### src/rtl/ohs_pwm_timebase_pkg.sv
// Shared constants for the PWM timebase: default carrier and prescaler widths.
package ohs_pwm_timebase_pkg;

  // Carrier counter, period and duty width.
  localparam int unsigned OHS_CNT_WIDTH    = 16;
  // model_ce prescaler divider width.
  localparam int unsigned OHS_CE_DIV_WIDTH = 8;

endpackage : ohs_pwm_timebase_pkg

### src/rtl/ohs_pwm_timebase_prescaler.sv
// Model clock-enable prescaler: a one-clock model_ce strobe every ce_div+1 clocks
// while enabled. The counter and strobe are held at zero while disabled.
module ohs_ce_prescaler
  import ohs_pwm_timebase_pkg::*;
#(
  parameter int unsigned CE_DIV_WIDTH = OHS_CE_DIV_WIDTH
) (
  input  logic                    aclk,
  input  logic                    resetn,
  input  logic                    enable,
  input  logic [CE_DIV_WIDTH-1:0] ce_div,
  output logic                    model_ce
);

  logic [CE_DIV_WIDTH-1:0] r_pre_cnt;
  logic                    r_model_ce;

  // Count 0..ce_div. The compare uses >= so that lowering ce_div below the
  // current count wraps to 0 at the next step instead of running to overflow.
  always_ff @(posedge aclk or negedge resetn) begin
    if (!resetn) begin
      r_pre_cnt  <= '0;
      r_model_ce <= 1'b0;
    end else if (!enable) begin
      r_pre_cnt  <= '0;
      r_model_ce <= 1'b0;
    end else if (r_pre_cnt >= ce_div) begin
      r_pre_cnt  <= '0;
      r_model_ce <= 1'b1;
    end else begin
      r_pre_cnt  <= r_pre_cnt + 1'b1;
      r_model_ce <= 1'b0;
    end
  end

  assign model_ce = r_model_ce;

endmodule : ohs_ce_prescaler

### src/rtl/ohs_pwm_timebase.sv
// PWM timebase for the boost model. It generates model_ce and the S1_pwm gate.
// The carrier steps only on model_ce. Period and duty are applied through
// shadow registers at carrier wrap, so the gate never glitches mid-period.
module ohs_pwm_timebase
  import ohs_pwm_timebase_pkg::*;
#(
  parameter int unsigned CNT_WIDTH    = OHS_CNT_WIDTH,
  parameter int unsigned CE_DIV_WIDTH = OHS_CE_DIV_WIDTH
) (
  input  logic                    aclk,
  input  logic                    resetn,
  input  logic                    enable,
  input  logic [CE_DIV_WIDTH-1:0] ce_div,
  input  logic [CNT_WIDTH-1:0]    period,
  input  logic [CNT_WIDTH-1:0]    duty_in,
  input  logic                    duty_valid,
  output logic                    duty_ready,
  output logic                    model_ce,
  output logic                    S1_pwm,
  output logic                    period_sync,
  output logic [CNT_WIDTH-1:0]    carrier
);

  logic                 w_model_ce;
  logic                 w_wrap;
  logic                 w_accept;
  logic [CNT_WIDTH-1:0] w_carrier_nxt;
  logic [CNT_WIDTH-1:0] w_period_nxt;
  logic [CNT_WIDTH-1:0] w_duty_nxt;
  logic                 w_s1_nxt;

  logic [CNT_WIDTH-1:0] r_carrier;
  logic [CNT_WIDTH-1:0] r_period_sh;
  logic [CNT_WIDTH-1:0] r_duty_sh;
  logic [CNT_WIDTH-1:0] r_pending;
  logic                 r_pending_full;
  logic                 r_s1_pwm;
  logic                 r_period_sync;

  ohs_ce_prescaler #(
    .CE_DIV_WIDTH (CE_DIV_WIDTH)
  ) u_prescaler (
    .aclk     (aclk),
    .resetn   (resetn),
    .enable   (enable),
    .ce_div   (ce_div),
    .model_ce (w_model_ce)
  );

  // Next carrier step. A zero period counts as a wrap on every tick, so the
  // shadows keep reloading until a usable period arrives.
  always_comb begin
    w_wrap        = 1'b0;
    w_carrier_nxt = r_carrier + 1'b1;
    w_period_nxt  = r_period_sh;
    w_duty_nxt    = r_duty_sh;
    if ((r_period_sh == '0) || (r_carrier == (r_period_sh - 1'b1))) begin
      w_wrap        = 1'b1;
      w_carrier_nxt = '0;
      w_period_nxt  = period;
      if (r_pending_full) begin
        w_duty_nxt = r_pending;
      end
    end
    // Gate follows the post-update carrier and shadows. It is forced low while
    // the period is zero.
    w_s1_nxt = (w_period_nxt != '0) && (w_carrier_nxt < w_duty_nxt);
  end

  assign w_accept = duty_valid && !r_pending_full;

  // Carrier, shadow registers and registered outputs. While disabled, the
  // shadows track the live inputs so the first enabled period uses fresh values.
  always_ff @(posedge aclk or negedge resetn) begin
    if (!resetn) begin
      r_carrier     <= '0;
      r_period_sh   <= '0;
      r_duty_sh     <= '0;
      r_s1_pwm      <= 1'b0;
      r_period_sync <= 1'b0;
    end else if (!enable) begin
      r_carrier     <= '0;
      r_period_sh   <= period;
      r_s1_pwm      <= 1'b0;
      r_period_sync <= 1'b0;
      if (r_pending_full) begin
        r_duty_sh <= r_pending;
      end
    end else if (w_model_ce) begin
      r_carrier     <= w_carrier_nxt;
      r_period_sh   <= w_period_nxt;
      r_duty_sh     <= w_duty_nxt;
      r_s1_pwm      <= w_s1_nxt;
      r_period_sync <= w_wrap;
    end else begin
      r_period_sync <= 1'b0;
    end
  end

  // Single-entry duty slot. An accept needs the slot to be empty, and a
  // release needs it to be full, so the two never collide. An accept in the
  // same clock as a wrap stays pending until the following wrap.
  always_ff @(posedge aclk or negedge resetn) begin
    if (!resetn) begin
      r_pending      <= '0;
      r_pending_full <= 1'b0;
    end else if (w_accept) begin
      r_pending      <= duty_in;
      r_pending_full <= 1'b1;
    end else if (r_pending_full && (!enable || (w_model_ce && w_wrap))) begin
      r_pending_full <= 1'b0;
    end
  end

  assign duty_ready  = !r_pending_full;
  assign model_ce    = w_model_ce;
  assign S1_pwm      = r_s1_pwm;
  assign period_sync = r_period_sync;
  assign carrier     = r_carrier;

endmodule : ohs_pwm_timebase

### config.mk
export PLATFORM = sky130hd
export DESIGN_NAME = ohs_pwm_timebase
export DESIGN_NICKNAME = d
export VERILOG_FILES = /design/src/rtl/ohs_pwm_timebase_pkg.sv /design/src/rtl/ohs_pwm_timebase_prescaler.sv /design/src/rtl/ohs_pwm_timebase.sv
export SDC_FILE = /design/constraint.sdc
export NUM_CORES = 1
export LEC_CHECK = 0
export BUFFER_PORTS_ARGS = -buffer_cell sky130_fd_sc_hd__buf_2
export CELL_PAD_IN_SITES_DETAIL_PLACEMENT = 2
export CELL_PAD_IN_SITES_GLOBAL_PLACEMENT = 2
export CORE_MARGIN = 2
export CORE_UTILIZATION = 30
export CTS_BUF_LIST = sky130_fd_sc_hd__clkbuf_16
export DETAILED_ROUTE_END_ITERATION = 8
export PLACE_DENSITY_LB_ADDON = 0.1
export SLEW_MARGIN = 5
export SYNTH_ARGS = -nofsm -noshare
export SYNTH_HDL_FRONTEND = slang
export SYNTH_HIERARCHICAL = 1
export SYNTH_SLANG_ARGS = --single-unit
### constraint.sdc
create_clock -name aclk -period 7.95 [get_ports aclk]
set_input_delay 1.1925 -clock aclk [delete_from_list [all_inputs] [get_ports aclk]]
set_output_delay 1.1925 -clock aclk [all_outputs]
set_load 0.01 [all_outputs]
---- Word level (Yosys, flattened, before mapping) ----
Cells that the tools add are included.
Widths: inputs -> output; s select.
cells by class
  $add $sub $neg .......................... 3
  multipliers ............................. 0
  div/mod/pow operators ................... 0
  order comparisons ....................... 2
  equal/unequal tests ..................... 2
  shifts and indexed selects .............. 0
  mux-type cells .......................... 21
  bitwise gates (word level) .............. 0
  reductions and logical operators ........ 11
operator list
  kind                   number
  $mux 16                10
  $add 16x1->16 const B  1
  $eq 16x16->1           1
  $logic_not 16->1       1
  $lt 16x16->1           1
  $mux 8                 2
  $reduce_bool 16->1     1
  $sub 16x1->16 const B  1
  $mux 1                 9
  $add 8x1->8 const B    1
  $ge 8x8->1             1
  $logic_and 1x1->1      4
  $logic_not 1->1        2
  $logic_or 1x1->1       2
  $ne 2x1->1 const B     1
  $reduce_bool 2->1      1
storage, ports and cells
  register bits after elaboration ......... 76
  bits in latches ......................... 0
  bits in writable memories ............... 0
  bits in read-only memories .............. 0
  input bits .............................. 44
  logic and storage cells ................. 48
  memories ................................ 0

---- Logic depth before layout (Yosys ltp) ----
  depth after elaboration ................. 9
  gate-level depth with buffers ........... 20

---- By module ----
Netlist, hierarchy kept.
modules (own cells, without submodules)
  module            times used  cells each  area an instance (µm²)  seq. area each (µm²)
  ohs_pwm_timebase  1           401         4,286.6                 1,676.6
  ohs_ce_prescaler  1           59          596.8                   225.2

---- Worst setup path before layout ----
Ideal clock, no wire load.
  path kind ............................... reg2reg
  start point ............................. register r_period_sh[0]
  end point ............................... register r_s1_pwm (netlist: S1_pwm)
  setup time .............................. 0.147 ns
  data arrival time ....................... 3.923 ns
  required time ........................... 7.803 ns
  path slack .............................. 3.880 ns
  cell stages (with the launch flop) ...... 19
  path buffers ............................ 1
  cells stage by stage .................... dfrtp_1 inv_1 ha_1 or4b_4 nor4_1 xnor2_1 nor4_2 and2_2 a21oi_1 nor2_4 buf_4 mux2i_1 ha_1 and4_1 o21ai_0 a2111oi_0 a21oi_1 a21oi_1 a31oi_1
between the ends
  word-level cells in the longest chain between the ends .. 8
ends and longest elaborated chain
  item                                                RTL line                text
  start: declaration                                  ohs_pwm_timebase.sv:33  logic [CNT_WIDTH-1:0] r_period_sh;
  start signal: assignment                            ohs_pwm_timebase.sv:83  r_period_sh <= period;
  start signal: assignment                            ohs_pwm_timebase.sv:91  r_period_sh <= w_period_nxt;
  $sub 16x1->16                                       ohs_pwm_timebase.sv:57  if ((r_period_sh == '0) || (r_carrier == (r_period_sh - 1'b1))) begin
  $eq 16x16->1                                        ohs_pwm_timebase.sv:57
  $logic_or 1x1->1                                    ohs_pwm_timebase.sv:57
  $mux 16                                             ohs_pwm_timebase.sv:57
  $lt 16x16->1 or $reduce_bool 16->1 (tied branches)  ohs_pwm_timebase.sv:67  w_s1_nxt = (w_period_nxt != '0) && (w_carrier_nxt < w_duty_nxt);
  $logic_and 1x1->1 (*)                               ohs_pwm_timebase.sv:67
  $mux 1 (*)                                          ohs_pwm_timebase.sv:89  end else if (w_model_ce) begin
  $mux 1 (*)                                          ohs_pwm_timebase.sv:81  end else if (!enable) begin
  end signal: assignment                              ohs_pwm_timebase.sv:93  r_s1_pwm <= w_s1_nxt;
  end: declaration                                    ohs_pwm_timebase.sv:37  logic r_s1_pwm;
Every way passes the cells marked *; elsewhere a longest branch is shown, timed or not. The select of a mux whose other input is x is not followed.
A chain may end at the register's enable or synchronous reset.

---- Worst setup path in the final report ----
Same ends and word-level chain as after synthesis.

==> flow_summary.toml <==
[yosys]
synth_ff_type = "dfrtp_1"
yosysTopAreaCellShare_pct = 38.9
synth.area.top_cells = "dfrtp_1 (39%), mux2_2 (7.6%), ha_1 (6.7%)"
yosys.area.top_type = "dfrtp_1"
synthCells = 460
syn_nets = 530
async_reset_ff_share_pct = 100
synth_warnings = 6
synth-seq-cells = 76
syn_avg_cell_area_um2 = 10.6
synth_enable_flop_cells = 0
synth.distinct_cells = 64
yosysMostFrequentCell = "dfrtp_1"
synthTopCellsByCount = "dfrtp_1 (76), nor2_1 (34), mux2_2 (33)"
synth_seq_area_share_pct = 38.9
netlist_area_mm2 = 0.00488

[global_route]
grt_start_max_net_pins = 77
grt_pass1_vias = 4251
track_usage_pct = 17.2
grt-ovfl-total = 0
antenna_found_initial = 0
grt_pass1_wl_um = 23500

[timing]
hold_violations = 0
skew_ns = 0.00513
slew_viol_final = 0
rsz0062_at_grt = "no"
timing.slew.headroom_pct = 31.8
tns_ns = 0
fin_crit_ns = 4.81
worst_pin_slew_ns = 1.02
finalSetupViolations = 0
timing.fmax_mhz = 208
finalCritPeriodShare_pct = 60.5

[detailed_routing]
wl_per_cell_um = 18.7
drc_errors = 0
drtPass1Iterations = 4
wirelength_um = 13800
ant_nets = 0
drt_iter0_markers = 146
via_count = 3785
drt-vias-per-instance = 5.14

[run_status]
status = "complete, no violations"

[power]
power_density_mw_per_mm2 = 200
finalPower_w = 0.00113
power.static_leakage_nw = 2.56
vdd_ir_drop_max_v = 0.000105

[cells_and_area]
utilization_pct = 35.6
drive_gt1_share_pct = 26.7
area_growth_pct = 15.7
nets = 586
fill_cells = 1772
fin_cells = 736
diodes = 0
multi_input_area_mm2 = 0.00281
area.sequential_mm2 = 0.00190

[clocking]
cts.clk_slew.worst_paths_ns = 0.06
cts_hold_buffers = 0
cts_buffers = 9
cts_tree = "built"
htree_levels = 3
cts_sinks = 76
post-cts-setup-buffers = 0
cts_resized = 0
clkLatencyLatePin_ns = 0.35
clockRootBuffer = "clkbuf_16"
clock_path_buffers = 2

[floorplan]
rows = 46
dieArea_mm2 = 0.0173
fp.dieW_um = 132
die_h_um = 132
initial_core_util_pct = 30.7
io_pins = 64
core_area_mm2 = 0.0159

[placement]
numPortBuffers = 63
hpwl_um = 10400
gp_congestion = 0.785
placed_cells = 721

[worst_setup_path]
startpoint_type = "flip-flop"
worstPathRequired_ns = 8.15
critical_path.max_fanout = 16
crit_type = "flip-flop to flip-flop"
endpoint_kind = "flip-flop"
critPathArrivalTime_ns = 5.01

[min_path]
min_path_type = "flip-flop to flip-flop"

[flow_run]
cap_viol_max_count = 0
==> sequential cells by signal (all words and copies together) (netlist names) <==
name	cells
S1_pwm	1
carrier	16
period_sync	1
r_duty_sh	16
r_pending	16
r_pending_full	1
r_period_sh	16
u_prescaler/model_ce	1
u_prescaler/r_pre_cnt	8
==> layout by cell type, fill, tap and decap left out, types with 3 or more instances in the layout <==
cell type	instances
a21o_1	9
buf_2	62
nor3_1	8
or3_1	3
inv_1	15
and3_1	13
buf_4	3
a31oi_1	4
mux2i_1	18
nand4_1	6
xnor2_1	26
mux2_4	10
xor2_1	14
o21a_1	4
and2_1	3
nand2_1	15
nor2_1	34
o21ai_0	17
nand3b_1	3
and4_1	3
mux2_2	33
nand2b_1	3
dfrtp_1	76
nand4b_1	9
nor2b_1	5
clkbuf_16	9
mux2_1	6
a21oi_1	13
nor4_1	7
clkinv_2	3
ha_1	26
nand3_1	22
==> through the flow <==
stage / cell area, um2 / hold slack, ns / worst slack [ns]
detailed placement: 5370 / 0.495 / 3.12
global placement: 5370 / 0.486 / 3.46
global route: 5650 / 0.533 / 2.53
CTS: 5650 / 0.513 / 3.04
floorplan: 4880 / 0.445 / 3.88
finish: 5650 / 0.508 / 3.14
==> cell families after synthesis <==
kind of cell,share of synthesized area (%)
AOI/OAI and AO/OA,9.58
xor gates and xnor gates,7.17
adders and majority gates,6.66
buffers and inverters,3.54
DFF,38.9
muxes,15.8
and+or+nand+nor,18.3
==> area by class of cell <==
| type | instances | area share, % |
|---|---|---|
| multi-input combinational | 349 | 49.7 |
| sequential | 76 | 33.7 |
| timing repair buffer | 65 | 5.89 |
| tap | 216 | 4.78 |
| clock buffer | 9 | 3.98 |
| clock inverter | 6 | 0.996 |
| inverter | 15 | 0.996 |
==> final timing paths <==
path / slack [ns] / end / cells past startpoint / start
max: 3.14 / S1_pwm / 17 / r_period_sh[0]
min: 0.51 / r_duty_sh[2] / 1 / r_duty_sh[2]
max reg2reg: 3.14 / S1_pwm / 17 / r_period_sh[0]
min reg2reg: 0.51 / r_duty_sh[2] / 1 / r_duty_sh[2]
max in group asynchronous: 6.27 / u_prescaler/r_pre_cnt[7] / 1 / resetn
min in group asynchronous: 1.01 / r_period_sh[12] / 1 / resetn
==> critical path, stage by stage (launching register included) <==
cell and delay [ns]:
dfrtp_1 0.43, inv_1 0.08, ha_1 0.21, nor4b_2 0.44
nand4_1 0.18, xnor2_1 0.27, a21boi_0 0.26, and4_4 0.28
a21oi_1 0.17, nor2_4 0.50, mux2i_1 0.17, ha_1 0.32
and4_1 0.19, o21ai_0 0.09, a2111oi_0 0.65, a21oi_1 0.15
a21oi_1 0.19, a31oi_1 0.06
==> power breakdown <==
group	leakage, nW	switching, W	internal (W)
clock	0.138	0.000170	0.000239
sequential	0.948	0.0000526	0.000451
combinational	1.48	0.0000987	0.000121
==> metal layers <==
metal	global-route usage (%)	routed length (um)
met1	23.1	6730
met2	28.0	6490
met3	2.55	340
met4	6.70	231
met5	0	0
No activity file was read; power rests on OpenSTA's default activity.
